==> config.mk <==
export PLATFORM = sky130hd
export DESIGN_NAME = uart_tx_arbiter
export DESIGN_NICKNAME = d
export VERILOG_FILES = /design/src/rtl/uart_pkg.sv /design/src/rtl/rr_arbiter.sv /design/src/rtl/uart_tx_arbiter.sv
export SDC_FILE = /design/constraint.sdc
export NUM_CORES = 1
export LEC_CHECK = 0
export ABC_AREA = 1
export CORE_MARGIN = 2
export CORE_UTILIZATION = 57
export CTS_BUF_LIST = sky130_fd_sc_hd__clkbuf_8
export CTS_CLUSTER_DIAMETER = 200
export CTS_CLUSTER_SIZE = 12
export DETAILED_ROUTE_END_ITERATION = 10
export PLACE_DENSITY = 0.95
export SETUP_SLACK_MARGIN = 0.1
export SLEW_MARGIN = 10
export SYNTH_ARGS = -nofsm -noshare
export SYNTH_HDL_FRONTEND = slang
export SYNTH_SLANG_ARGS = --single-unit
==> constraint.sdc <==
create_clock -name clk -period 5.3 [get_ports clk]
set_input_delay 0.53 -clock clk [delete_from_list [all_inputs] [get_ports clk]]
set_output_delay 0.53 -clock clk [all_outputs]
set_load 0.005 [all_outputs]
==> src/rtl/uart_pkg.sv <==
// Shared UART framing constants and transmitter state encoding.
// Frame format: one start bit, eight data bits sent LSB first, one stop bit.
package uart_pkg;

  typedef enum logic [2:0] {
    ST_IDLE,
    ST_START,
    ST_DATA,
    ST_STOP,
    ST_GAP
  } uart_state_t;

  localparam int   FRAME_BITS  = 10;
  localparam int   DATA_BITS   = 8;
  localparam logic START_LEVEL = 1'b0;
  localparam logic STOP_LEVEL  = 1'b1;
  localparam logic IDLE_LEVEL  = 1'b1;

endpackage

==> src/rtl/rr_arbiter.sv <==
// Round-robin pick: the first asserted request at or above ptr, wrapping modulo NUM_REQ.
// Purely combinational, so a grant is available in the same cycle the request is seen.
module rr_arbiter #(
  parameter int NUM_REQ = 4,
  parameter int IW      = 2
) (
  input  logic [NUM_REQ-1:0] req,
  input  logic [IW-1:0]      ptr,
  output logic [NUM_REQ-1:0] grant,
  output logic [IW-1:0]      grant_idx,
  output logic               any
);

  logic [IW:0]   sum;
  logic [IW-1:0] idx;

  always_comb begin
    grant     = '0;
    grant_idx = '0;
    any       = 1'b0;
    sum       = '0;
    idx       = '0;
    for (int off = 0; off < NUM_REQ; off++) begin
      // ptr + off never exceeds 2*NUM_REQ-2, so one subtraction is enough to wrap
      sum = {1'b0, ptr} + (IW+1)'(off);
      if (sum >= (IW+1)'(NUM_REQ)) begin
        sum = sum - (IW+1)'(NUM_REQ);
      end
      idx = sum[IW-1:0];
      if (!any && req[idx]) begin
        any        = 1'b1;
        grant[idx] = 1'b1;
        grant_idx  = idx;
      end
    end
  end

endmodule

==> src/rtl/uart_tx_arbiter.sv <==
// Shares one UART line among NUM_REQ requesters: round-robin grant, then a 10-bit frame, one bit per clock.
// Start bit appears the cycle after the grant; requesters wait on level req until their ack pulse.
module uart_tx_arbiter #(
  parameter int NUM_REQ   = 4,
  parameter int IDLE_BITS = 1
) (
  input  logic                       clk,
  input  logic                       reset,
  input  logic [NUM_REQ-1:0]         req,
  input  logic [8*NUM_REQ-1:0]       data_in,
  output logic [NUM_REQ-1:0]         ack,
  output logic [$clog2(NUM_REQ)-1:0] grant_id,
  output logic                       busy,
  output logic                       done,
  output logic                       signal
);
  import uart_pkg::*;

  localparam int         IW       = $clog2(NUM_REQ);
  localparam logic [3:0] GAP_LAST = (IDLE_BITS == 0) ? 4'd0 : 4'(IDLE_BITS - 1);
  localparam logic [2:0] BIT_LAST = 3'(DATA_BITS - 1);

  uart_state_t        state;
  logic [7:0]         shift;
  logic [2:0]         bit_cnt;
  logic [3:0]         gap_cnt;
  logic [IW-1:0]      ptr;

  logic [7:0]         req_byte [NUM_REQ];
  logic [NUM_REQ-1:0] win_grant;
  logic [IW-1:0]      win_idx;
  logic               win_any;
  logic               ready;

  for (genvar g = 0; g < NUM_REQ; g++) begin : g_bytes
    assign req_byte[g] = data_in[8*g +: 8];
  end

  rr_arbiter #(
    .NUM_REQ (NUM_REQ),
    .IW      (IW)
  ) u_arb (
    .req       (req),
    .ptr       (ptr),
    .grant     (win_grant),
    .grant_idx (win_idx),
    .any       (win_any)
  );

  // Ready marks the last cycle of the previous frame or gap, so a new frame starts with no dead cycle
  assign ready = (state == ST_IDLE)
              || (state == ST_STOP && IDLE_BITS == 0)
              || (state == ST_GAP  && gap_cnt == GAP_LAST);

  always_ff @(posedge clk or posedge reset) begin
    if (reset) begin
      state    <= ST_IDLE;
      shift    <= '0;
      bit_cnt  <= '0;
      gap_cnt  <= '0;
      ptr      <= '0;
      ack      <= '0;
      grant_id <= '0;
      busy     <= 1'b0;
      done     <= 1'b0;
      signal   <= IDLE_LEVEL;
    end else begin
      ack  <= '0;
      done <= 1'b0;
      if (ready) begin
        if (win_any) begin
          shift    <= req_byte[win_idx];
          ack      <= win_grant;
          grant_id <= win_idx;
          ptr      <= (win_idx == IW'(NUM_REQ - 1)) ? '0 : win_idx + 1'b1;
          state    <= ST_START;
          signal   <= START_LEVEL;
          busy     <= 1'b1;
        end else begin
          state  <= ST_IDLE;
          signal <= IDLE_LEVEL;
          busy   <= 1'b0;
        end
      end else begin
        case (state)
          ST_START: begin
            state   <= ST_DATA;
            signal  <= shift[0];
            shift   <= {1'b0, shift[7:1]};
            bit_cnt <= '0;
          end
          ST_DATA: begin
            if (bit_cnt == BIT_LAST) begin
              state  <= ST_STOP;
              signal <= STOP_LEVEL;
              done   <= 1'b1;
            end else begin
              signal  <= shift[0];
              shift   <= {1'b0, shift[7:1]};
              bit_cnt <= bit_cnt + 3'd1;
            end
          end
          ST_STOP: begin
            // Only reached with a non-zero gap; a zero gap makes STOP a ready state
            state   <= ST_GAP;
            gap_cnt <= '0;
            signal  <= IDLE_LEVEL;
          end
          ST_GAP: begin
            gap_cnt <= gap_cnt + 4'd1;
            signal  <= IDLE_LEVEL;
          end
          default: begin
            state  <= ST_IDLE;
            signal <= IDLE_LEVEL;
            busy   <= 1'b0;
          end
        endcase
      end
    end
  end

endmodule
* Yosys cells after proc, flatten, opt, wreduce, memory -nomap -nowiden
Cells that the tools add are included.
Word-level totals: register bits after elaboration 29, bits in latches 0, RAM bits 0, ROM bits 0, bits of input ports 38, output and inout bits 9, logic and storage cells 132, memories kept 0
Operators by class: add/subtract/negate cells 10, $mul 0, div/mod/pow operators 0, order comparisons 13, equality and inequality tests 12, shift-type cells 0, mux-type cells 59, bitwise logic cells 5, reductions and logical operators 23
Operator list (number):
- 8-bit 2-to-1 mux | 5
- 4-bit 2-to-1 mux | 6
- 1-bit 2-to-1 mux | 22
- 2-bit 2-to-1 mux | 9
- 8-bit binary-select mux with 2-bit select | 1
- 8-bit case mux with 2 select lines | 1
- 3-bit >= comparator, second input constant | 4
- 2-bit by 3-bit < comparator with 1-bit output, second input constant | 4
- 4-bit bitwise OR | 3
- 3-bit case mux with 4 select lines | 1
- 3-bit 2-to-1 mux | 3
- 1-bit binary-select mux with 2-bit select | 4
- 1-bit demux with 2-bit select | 4
- 2-bit by 1-bit >= comparator with 1-bit output, second input constant | 4
- 1-bit logical AND | 8
- 4-bit case mux with 2 select lines | 1
- 2-bit by 1-bit subtractor with 2-bit output, second input constant | 4
- 2-bit by 2-bit adder with 3-bit output, second input constant | 2
- 3-bit by 2-bit == test with 1-bit output, second input constant | 2
- 3-bit == test, second input constant | 2
- 3-bit != test, second input constant | 2
- 3-bit case mux with 2 select lines | 1
- 2-bit AND reduction | 3
- 3-bit AND reduction | 2
- 19 further kinds | 24

* Logic depth before layout (Yosys ltp)
Gate-level depths: netlist of run 1.
depth in word-level cells 20, mapped depth 15, gate-level depth less buffers 15

* Hierarchy
From an unflattened synthesis of run 1, not the netlist that was laid out.
Unflattened totals: cell total of the unflattened synthesis 294, area, all modules 2042.0 sq um
By module, submodules not included:
- uart_tx_arbiter | instances 1, cells an instance 220, area each 1601.5 sq um, seq. area each 726.9 sq um
- rr_arbiter | instances 1, cells an instance 74, area each 440.4 sq um, seq. area each 0.0 sq um

* Least setup slack after synthesis of run 1
Ideal clock, no wire load.
kind register -> register, start point register ptr[1], end point register shift[3], setup time 0.116 ns, arrival 2.016 ns, data required time 5.184 ns, path slack 3.168 ns, cell stages (with the launch flop) 16, buffers on the path 1, period minus slack after synthesis 2.132 ns, cells stage by stage dfrtp_1 > inv_2 > ha_1 > inv_1 > nand3_2 > nand2_4 > nor2_4 > nor2_1 > nand2_4 > nand2_4 > buf_6 > nand2_1 > nand3_1 > nand3_1 > nand2_1 > nand2_1
On the way: word-level cells in the longest chain between the ends 20, elaborated cells on any way between the ends 45, classes of those cells 7 x add/sub; 4 x order compare; 1 x eq/ne; 25 x mux; 1 x bitwise; 7 x reduce/logical
Ends and longest elaborated chain:
- start, declared | RTL line uart_tx_arbiter.sv:27 | logic [IW-1:0] ptr;
- start signal, assigned | RTL line uart_tx_arbiter.sv:75 | ptr <= (win_idx == IW'(NUM_REQ - 1)) ? '0 : win_idx + 1'b1;
- parallel branches: the longest is 20 deep, another holds 2-bit by 1-bit adder with 3-bit output
- end signal, assigned | RTL line uart_tx_arbiter.sv:72 | shift <= req_byte[win_idx];
- end signal, assigned | RTL line uart_tx_arbiter.sv:89 | shift <= {1'b0, shift[7:1]};
- end signal, assigned | RTL line uart_tx_arbiter.sv:99 | shift <= {1'b0, shift[7:1]};
- end, declared | RTL line uart_tx_arbiter.sv:24 | logic [7:0] shift;
Several ways; the timed one is not identified. The select of a mux whose other input is x is not followed. A chain may end at the register's enable or synchronous reset.

* Final worst setup path of run 1
start point register ptr[0], end point register shift[1]
Same word-level chain as after synthesis.

==> impl_metrics.ini, run 1 <==
[cts]
clock_latency_ns = 0.28
clkSinkCount = 29
clk_path_buf_depth = 2
htree_levels = 2
post_cts_buffers = 0
clkTransAtPathRegs_ns = 0.06
cts_resized = 0
cts-root-buf = clkbuf_8
hold_buffers = 0
cts_tree = done
cts_buffers = 5

[sta]
fmax_mhz = 362
setup_viol_count_final = 0
setup_tns_ns = 0
maxSlewHeadroom_pct = 29.9
rsz0062_at_grt = no
worst_slew_pin_slew_ns = 1.05
post-route-min-period_ns = 2.76
min_period_over_period_pct = 52.1
clock_skew_ns = 0.00469
drv_slew = 0
timing.final.hold_violations = 0

[power_and_ir_drop]
p_leak_nw = 1.43
ir_drop_mv = 0.341
power_density_mw_per_mm2 = 653

[synthesis]
synthArstFlopShare_pct = 100
avgSynthCellArea_um2 = 7.16
synth_warnings = 0
ys_top_cells_by_area = dfrtp_1 (32%), nand2_1 (13%), nand3_1 (8.9%)
synth_cells = 307
yosysSeqAreaShare_pct = 33.0
yosys.cell_types.count = 32
synth_area_leader_cell = dfrtp_1
synthFlopType = dfrtp_1
synth_edf_count = 0
synth.cell_area_mm2 = 0.00220
synth_fp_nets = 356
ys_ff_latch = 29
synth_top_cell_area_share_pct = 31.9
synthTopCellsByCount = nand2_1 (76), inv_1 (49), nand3_1 (39), dfrtp_1 (28), nor2_1 (26)
yosysMostFrequentCell = nand2_1

[floorplan]
start_util_pct = 59.6
pin_count = 47
die_area_mm2 = 0.00437
row_count = 22
core_area_mm2 = 0.00369
die-height_um = 66.1
die_w_um = 66.1

[setup_path]
cp_common_cell = nand2_1
worstPathCellList = inv_2 > ha_1 > inv_1 > nand3_2 > nand2_4 > a21oi_2 > nand2_2 > nand2_4 > nand2_1 > nand3_1 > nand3_1 > nand2_1 > nand2_1
crit_slowest_cell = dfrtp_1
crit_fanout = 17
cp.required_ns = 5.47
start_kind = flop
critPathArrivalTime_ns = 2.93
critical-path-top-delay-family = simple AND/OR/NAND/NOR gates
crit_type = flop to flop
r2r_slack_ns = 2.54
end_kind = flop
cp.buffers_inverters = 2
slowest_delay_ns = 0.66

[placement]
postPlaceCellArea_mm2 = 0.00267
place_hpwl_mm = 3.83
gp_congestion = 0.870
portBuffers = 46

[final_layout]
nFillCells = 280
num_antenna_cells = 0
nNetsFinal = 403
syn_to_final_growth_pct = 26.0
drive_gt1_share_pct = 10.7
stdcell_area_mm2 = 0.00277

[grt]
grt_pass1_vias = 2090
grt_pass1_wl_mm = 8.47
grt_max_degree = 30
grt_usage_pct = 24.9
grt_remaining_overflow = 0
antenna_found_initial = 0

[route]
routedWlPerCell_um = 12.2
drtIter0Drc = 105
via_count = 2186
antenna_left = 0
wl_mm = 4.93
vias_per_cell = 5.42
drt_pass1_iterations = 5
post-route-drc-count = 0

[worst_hold_path]
hp-class = flop to flop

[flow_run]
maxCapViolations = 0

[outcome]
status = complete, no violations
==> per-stage QoR <==
stage          util [%]  hold WS, ns  power (mW)  cells  setup slack (ns)
2_1_floorplan         -        0.450        1.35    307              3.17
3_3_place_gp       72.4        0.465        1.53    395              2.70
3_5_place_dp       72.4        0.466        1.60    395              2.60
4_1_cts            75.1        0.482        1.80    403              2.59
5_1_grt            75.1        0.519        1.98    403              2.32
6_report           75.1        0.480        1.81    403              2.54
==> metal layers <==
layer | GRT usage [%] | routed length (µm) | vias to the layer above
met1 | 28.5 | 2070 | 1012
met3 | 6.13 | 253 | 16
met2 | 44.3 | 2500 | 93
met4 | 9.95 | 103 | 0
li1 | - | - | 1065
met5 | 0 | 0 | -
==> registers in the layout, indices dropped and copies added, names as in the netlist <==
register and count:
signal 1, ack 4, ptr 2, state 3, grant_id 2, gap_cnt 4, busy 1, bit_cnt 3
shift 8, done 1
==> logic make-up after synthesis <==
logic type               Yosys count  share of synthesized area [%]
flip-flops                        29                           33.0
XOR/XNOR                           2                          0.797
adder cells (fa/ha/maj)           11                           6.26
AO/OA/AOI/OAI                     32                           8.08
AND/OR/NAND/NOR                  172                           40.0
buffers and inverters             61                           11.8
==> cell usage in the layout, fill, tap and decap left out <==
| master | n |
|---|---|
| nand4_4 | 1 |
| nand3_2 | 6 |
| clkinv_2 | 1 |
| dfrtp_1 | 28 |
| nand3b_1 | 7 |
| o21ai_0 | 15 |
| clkbuf_8 | 7 |
| nand4_1 | 1 |
| nor3_1 | 2 |
| nor2_1 | 26 |
| o22ai_1 | 4 |
| nand2_2 | 3 |
| clkdlybuf4s50_1 | 46 |
| inv_1 | 49 |
| dfstp_2 | 1 |
| o21ai_1 | 1 |
| inv_4 | 1 |
| nor2_4 | 3 |
| inv_2 | 5 |
| a21oi_2 | 2 |
| nand2_4 | 6 |
| nand4_2 | 1 |
| a21oi_1 | 7 |
| xor2_1 | 1 |
| nor2_8 | 1 |
| ha_1 | 11 |
| a31oi_1 | 2 |
| o21a_1 | 1 |
| nand2_1 | 76 |
| xnor2_1 | 1 |
| nand3_1 | 39 |
==> final timing paths <==
| kind | startpoint | endpoint | cells after the start |
|---|---|---|---|
| setup / recovery | ptr[0] | shift[1] | 13 |
| hold / removal | shift[5] | shift[5] | 2 |
| setup reg to reg | ptr[0] | shift[1] | 13 |
| hold reg to reg | shift[5] | shift[5] | 2 |
| max in group asynchronous | reset | bit_cnt[0] | 2 |
| min in group asynchronous | reset | gap_cnt[3] | 2 |
==> worst register-to-register path, stage by stage (launching register included) <==
cell     delay (ns)
dfrtp_1        0.66
inv_2          0.19
ha_1           0.41
inv_1          0.10
nand3_2        0.10
nand2_4        0.09
a21oi_2        0.16
nand2_2        0.22
nand2_4        0.27
nand2_1        0.09
nand3_1        0.08
nand3_1        0.10
nand2_1        0.12
nand2_1        0.05
==> cell type report <==
cell class	instances	area (µm²)	share of cell area, %
Sequential cell	29	727	26.2
Tap cell	48	60.1	2.17
Inverter	55	209	7.54
Timing Repair Buffer	46	460	16.6
Multi-Input combinational cell	217	1210	43.8
Clock buffer	7	96.3	3.48
Clock inverter	1	5.00	0.181
==> report_power, final <==
group	internal [mW]	switching (mW)	leakage (nW)	total, mW
Clock	0.117	0.0808	0.0542	0.198
Combinational	0.431	0.794	1.01	1.23
Sequential	0.318	0.0699	0.369	0.388
Note: power is estimated with default switching activity, not from simulation.
==> inputs of run 2 (changes only) <==
CORE_UTILIZATION = 48   (was 57)
PLACE_DENSITY = 0.91   (was 0.95)
clock period = 2.4 ns   (was 5.3 ns; I/O delays follow)
==> impl_metrics.ini, run 2 (same netlist as run 1, synthesis figures left out) <==
[final_layout]
nNetsFinal = 416
postLayoutCoreUtil_pct = 65.8
nFillCells = 334
largest_register = shift
syn_to_final_growth_pct = 31.2
layout.cells.non_filler = 419
drive_gt1_share_pct = 13.6
num_antenna_cells = 0
mostFrequentLayoutCells = nand2_1 (76), inv_1 (50), clkdlybuf4s50_1 (46), nand3_1 (39), dfrtp_1 (28)
reg_top3 = shift (8), ack (4), gap_cnt (4)
multi_input_area_mm2 = 0.00123
seq_area_um2 = 727
largest_register_ffs = 8
final_common_cell = nand2_1

[sta]
setup_viol_count_final = 0
clock_skew_ns = 0.00270
min_period_over_period_pct = 90.3
rsz0062_at_grt = no
fin_ws_ns = 0.233
setup_tns_ns = 0
post-route-min-period_ns = 2.17
maxSlewHeadroom_pct = 47.7
fmax_mhz = 461
drv_slew = 0
timing.final.hold_violations = 0
worst_slew_pin_slew_ns = 0.783

[floorplan]
pin_count = 47
die-height_um = 71.7
core_area_mm2 = 0.00438
die_w_um = 71.7
row_count = 24
start_util_pct = 50.2
die_area_mm2 = 0.00514

[route]
antenna_left = 0
via_count = 2195
routedWlPerCell_um = 12.1
drtIter0Drc = 194
vias_per_cell = 5.24
post-route-drc-count = 0
wl_mm = 5.08
drt_pass1_iterations = 4

[worst_hold_path]
hp-class = primary input to async pin

[setup_path]
slowest_delay_ns = 0.41
worstPathCellList = inv_4 > ha_4 > inv_1 > nand3_2 > nand2_4 > inv_2 > nor2_4 > nand4_2 > nand2_4 > inv_4 > nor2_8 > buf_4 > nor2_1 > nand2_1 > nand2_1
critPathArrivalTime_ns = 2.34
cp.buffers_inverters = 5
end_kind = flop
start_kind = flop
startpoint = ptr[1]
crit_fanout = 8
crit_slowest_cell = dfrtp_1
critical-path-top-delay-family = simple AND/OR/NAND/NOR gates
cp.required_ns = 2.57
crit_type = flop to flop
rr_startpoint = ptr[1]

[cts]
hold_buffers = 0
cts_tree = done
clk_path_buf_depth = 2
clkSinkCount = 29
clock_latency_ns = 0.28
cts_buffers = 5
htree_levels = 2
cts-root-buf = clkbuf_8
clkTransAtPathRegs_ns = 0.06

[power_and_ir_drop]
ir_drop_mv = 0.780
p_leak_nw = 1.49
power_density_mw_per_mm2 = 1460

[outcome]
status = complete, no violations

[grt]
grt_usage_pct = 21.2
grt_max_degree = 22
grt_remaining_overflow = 0
antenna_found_initial = 0
grt_pass1_wl_mm = 8.82
grt_pass1_vias = 2160

[placement]
preCtsSetupSlack_ns = 0.163
portBuffers = 46
place_hpwl_mm = 3.83
gp_congestion = 0.855
place_inst = 405

[flow_run]
maxCapViolations = 0
run 2: worst reg2reg max path: cells and delay by family (launching register included):
family                     cells  cell delay [ns]
and+or+nand+nor                9             0.89
buffers and inverters          5             0.51
DFF                            1             0.41
adders and majority gates      1             0.23
run 2: worst paths after layout:
check | slack (ns) | endpoint | depth (start not counted)
max reg2reg | 0.23 | shift[5] | 15
min reg2reg | 0.49 | shift[3] | 2
max in group asynchronous | 1.39 | shift[5] | 3
max | 0.23 | shift[5] | 15
min | 0.41 | ack[0] | 2
min in group clk | 0.49 | shift[3] | 2
run 2: repair_timing:
action	4_1_cts	5_1_grt
setup endpoints to repair	0	9
setup buffers	0	7
gates resized for setup	0	6
run 2: metal layers:
metal	up-vias	global-route usage (%)	wire length (µm)
met3	7	4.08	311
met4	0	7.34	51
met2	82	38.8	2680
met5	-	0	0
met1	1013	24.5	2040
li1	1093	-	-
run 2: stage by stage:
| step | area (µm²) | hold slack [ns] | total power, mW |
|---|---|---|---|
| 2_1_floorplan | 2200 | 0.317 | 2.99 |
| 3_3_place_gp | 2720 | 0.465 | 3.47 |
| 3_5_place_dp | 2720 | 0.470 | 3.59 |
| 4_1_cts | 2810 | 0.435 | 3.99 |
| 6_report | 2890 | 0.411 | 4.22 |
| 5_1_grt | 2890 | 0.488 | 4.62 |
run 2: report_power, final:
group,leakage [nW],switching (mW),internal [mW],total (mW)
Sequential,0.369,0.113,0.703,0.816
Combinational,1.07,1.86,1.16,3.02
Clock,0.0485,0.168,0.222,0.391
Total,1.49,2.14,2.08,4.22
run 2: layout make-up:
type	instances	share of cell area [%]
flip-flops and latches	29	25.2
multi-input cells	217	42.8
repair buffers	59	19.3
clock inverters	1	0.130
inverters	55	7.42
clock buffers	6	2.86
well taps	52	2.25
==> inputs of run 3 (changes only) <==
CAP_MARGIN = 20   (was default)
CORE_UTILIZATION = 46   (was 48)
CTS_BUF_LIST = default   (was sky130_fd_sc_hd__clkbuf_8)
PLACE_DENSITY = 0.88   (was 0.91)
==> impl_metrics.ini, run 3 (same netlist as run 1, synthesis figures left out) <==
[setup_path]
critPathArrivalTime_ns = 2.33
slowest_delay_ns = 0.41
end_kind = flop
cp.buffers_inverters = 4
crit_type = flop to flop
start_kind = flop
r2r_cells = 14
cp.required_ns = 2.57
worstPathCellList = inv_4 > ha_2 > inv_1 > nand3_2 > nand2_4 > inv_2 > nor2_4 > nand4_2 > nand2_4 > inv_4 > nor2_8 > nor2_1 > nand2_1 > nand2_1
crit_fanout = 10
cp.depth = 14
critical-path-top-delay-family = simple AND/OR/NAND/NOR gates
crit_slowest_cell = dfrtp_1

[power_and_ir_drop]
combPwrFrac_pct = 71.2
ir_drop_mv = 0.608
power_mw = 4.15
p_sw_share_pct = 51.8
power_density_mw_per_mm2 = 1450
switchingPower_mw = 2.15
p_leak_nw = 1.47
p_clk_share_pct = 9.1
internal_power_mw = 2.00
p_seq_share_pct = 19.6

[placement]
gp_congestion = 0.903
place_hpwl_mm = 3.74
place_inst = 407
preCtsSetupSlack_ns = 0.111
portBuffers = 46

[grt]
grt_remaining_overflow = 0
grt_usage_pct = 20.2
antenna_found_initial = 0
grt_pass1_wl_mm = 8.55
grt_pass1_vias = 2060
grt_max_degree = 30

[final_layout]
drive_gt1_share_pct = 13.7
final_common_cell = nand2_1
syn_to_final_growth_pct = 30.0
layout.cells.non_filler = 419
seq_area_um2 = 727
mostFrequentLayoutCells = nand2_1 (76), inv_1 (49), clkdlybuf4s50_1 (46), nand3_1 (38), dfrtp_1 (28)
multi_input_area_mm2 = 0.00124
largest_register = shift
nFillCells = 398
nNetsFinal = 413
reg_top3 = shift (8), ack (4), gap_cnt (4)
num_antenna_cells = 0
largest_register_ffs = 8

[sta]
timing.final.hold_violations = 0
fmax_mhz = 463
min_period_over_period_pct = 90.0
worst_slew_pin_slew_ns = 0.561
holdWs_ns = 0.337
rsz0062_at_grt = no
drv_slew = 0
clock_skew_ns = 0.00895
setup_tns_ns = 0
fin_ws_ns = 0.241
maxSlewHeadroom_pct = 62.4
setup_viol_count_final = 0
post-route-min-period_ns = 2.16

[floorplan]
row_count = 25
pin_count = 47
core_area_mm2 = 0.00466
start_util_pct = 47.2
die_w_um = 73.2
die_area_mm2 = 0.00535
die-height_um = 73.2

[route]
via_count = 2154
drt_pass1_iterations = 4
drtIter0Drc = 164
vias_per_cell = 5.14
antenna_left = 0
wl_mm = 5.03
routedWlPerCell_um = 12.0
post-route-drc-count = 0

[cts]
htree_levels = 2
cts-root-buf = clkbuf_8
clk_path_buf_depth = 2
cts_buffers = 5
clkTransAtPathRegs_ns = 0.07
clock_latency_ns = 0.28
hold_buffers = 0
clkSinkCount = 29
cts_tree = done

[outcome]
status = complete, no violations

[worst_hold_path]
hp-class = primary input to async pin

[flow_run]
maxCapViolations = 0
## run 3: changes by cell type in the layout (fill, tap and decap cells not counted), sizes merged
cell	change
buf	-4
clkinv	+2
nor2	+1
inv	-1
## run 3: tightest hold or removal path: stages
cell and delay [ns]:
clkdlybuf4s50_1 0.40, inv_1 0.05, buf_4 0.33
## run 3: layout make-up
type / instances / area share (%)
multi-input cells: 218 / 43.5
flip-flops and latches: 29 / 25.4
repair buffers: 55 / 18.5
inverters: 55 / 7.39
clock buffers: 6 / 2.54
well taps: 54 / 2.36
clock inverters: 2 / 0.350
## run 3: power by group through the flow
stage | registers [mW] | clock network [mW] | logic [mW]
floorplan | 0.819 | 0 | 2.17
global placement | 0.807 | 0 | 2.66
detailed placement | 0.818 | 0 | 2.78
CTS | 0.814 | 0.390 | 2.82
global route | 0.837 | 0.415 | 3.32
finish | 0.816 | 0.379 | 2.96
## run 3: metrics by stage
stage          util (%)  instance area, µm²
4_1_cts            60.4                2810
6_report           61.4                2860
5_1_grt            61.4                2860
2_1_floorplan         -                2200
3_5_place_dp       58.4                2720
3_3_place_gp       58.4                2720
## run 3: layer usage
layer  global-route usage (%)  vias up  wire length (µm)
li1                         -     1093                 -
met1                     22.8      975              2060
met2                     36.3       75              2600
met3                     5.25       11               287
met4                     7.41        0                91
met5                        0        -                 0
## run 3: what timing repair did
action,CTS,global route
buffers inserted,0,3
pin swaps,0,2
resized for setup,1,4
endpoints found under the setup margin,1,8
gates cloned,0,1
## run 3: path summary, 6_finish.rpt
check                               from     endpoint  slack (ns)
worst max-delay path              ptr[0]     shift[6]        0.24
worst min-delay path               reset  grant_id[0]        0.34
worst max register to register    ptr[0]     shift[6]        0.24
worst min register to register  shift[0]     shift[0]        0.49
max in group asynchronous          reset       signal        1.75
min in group clk                shift[0]     shift[0]        0.49
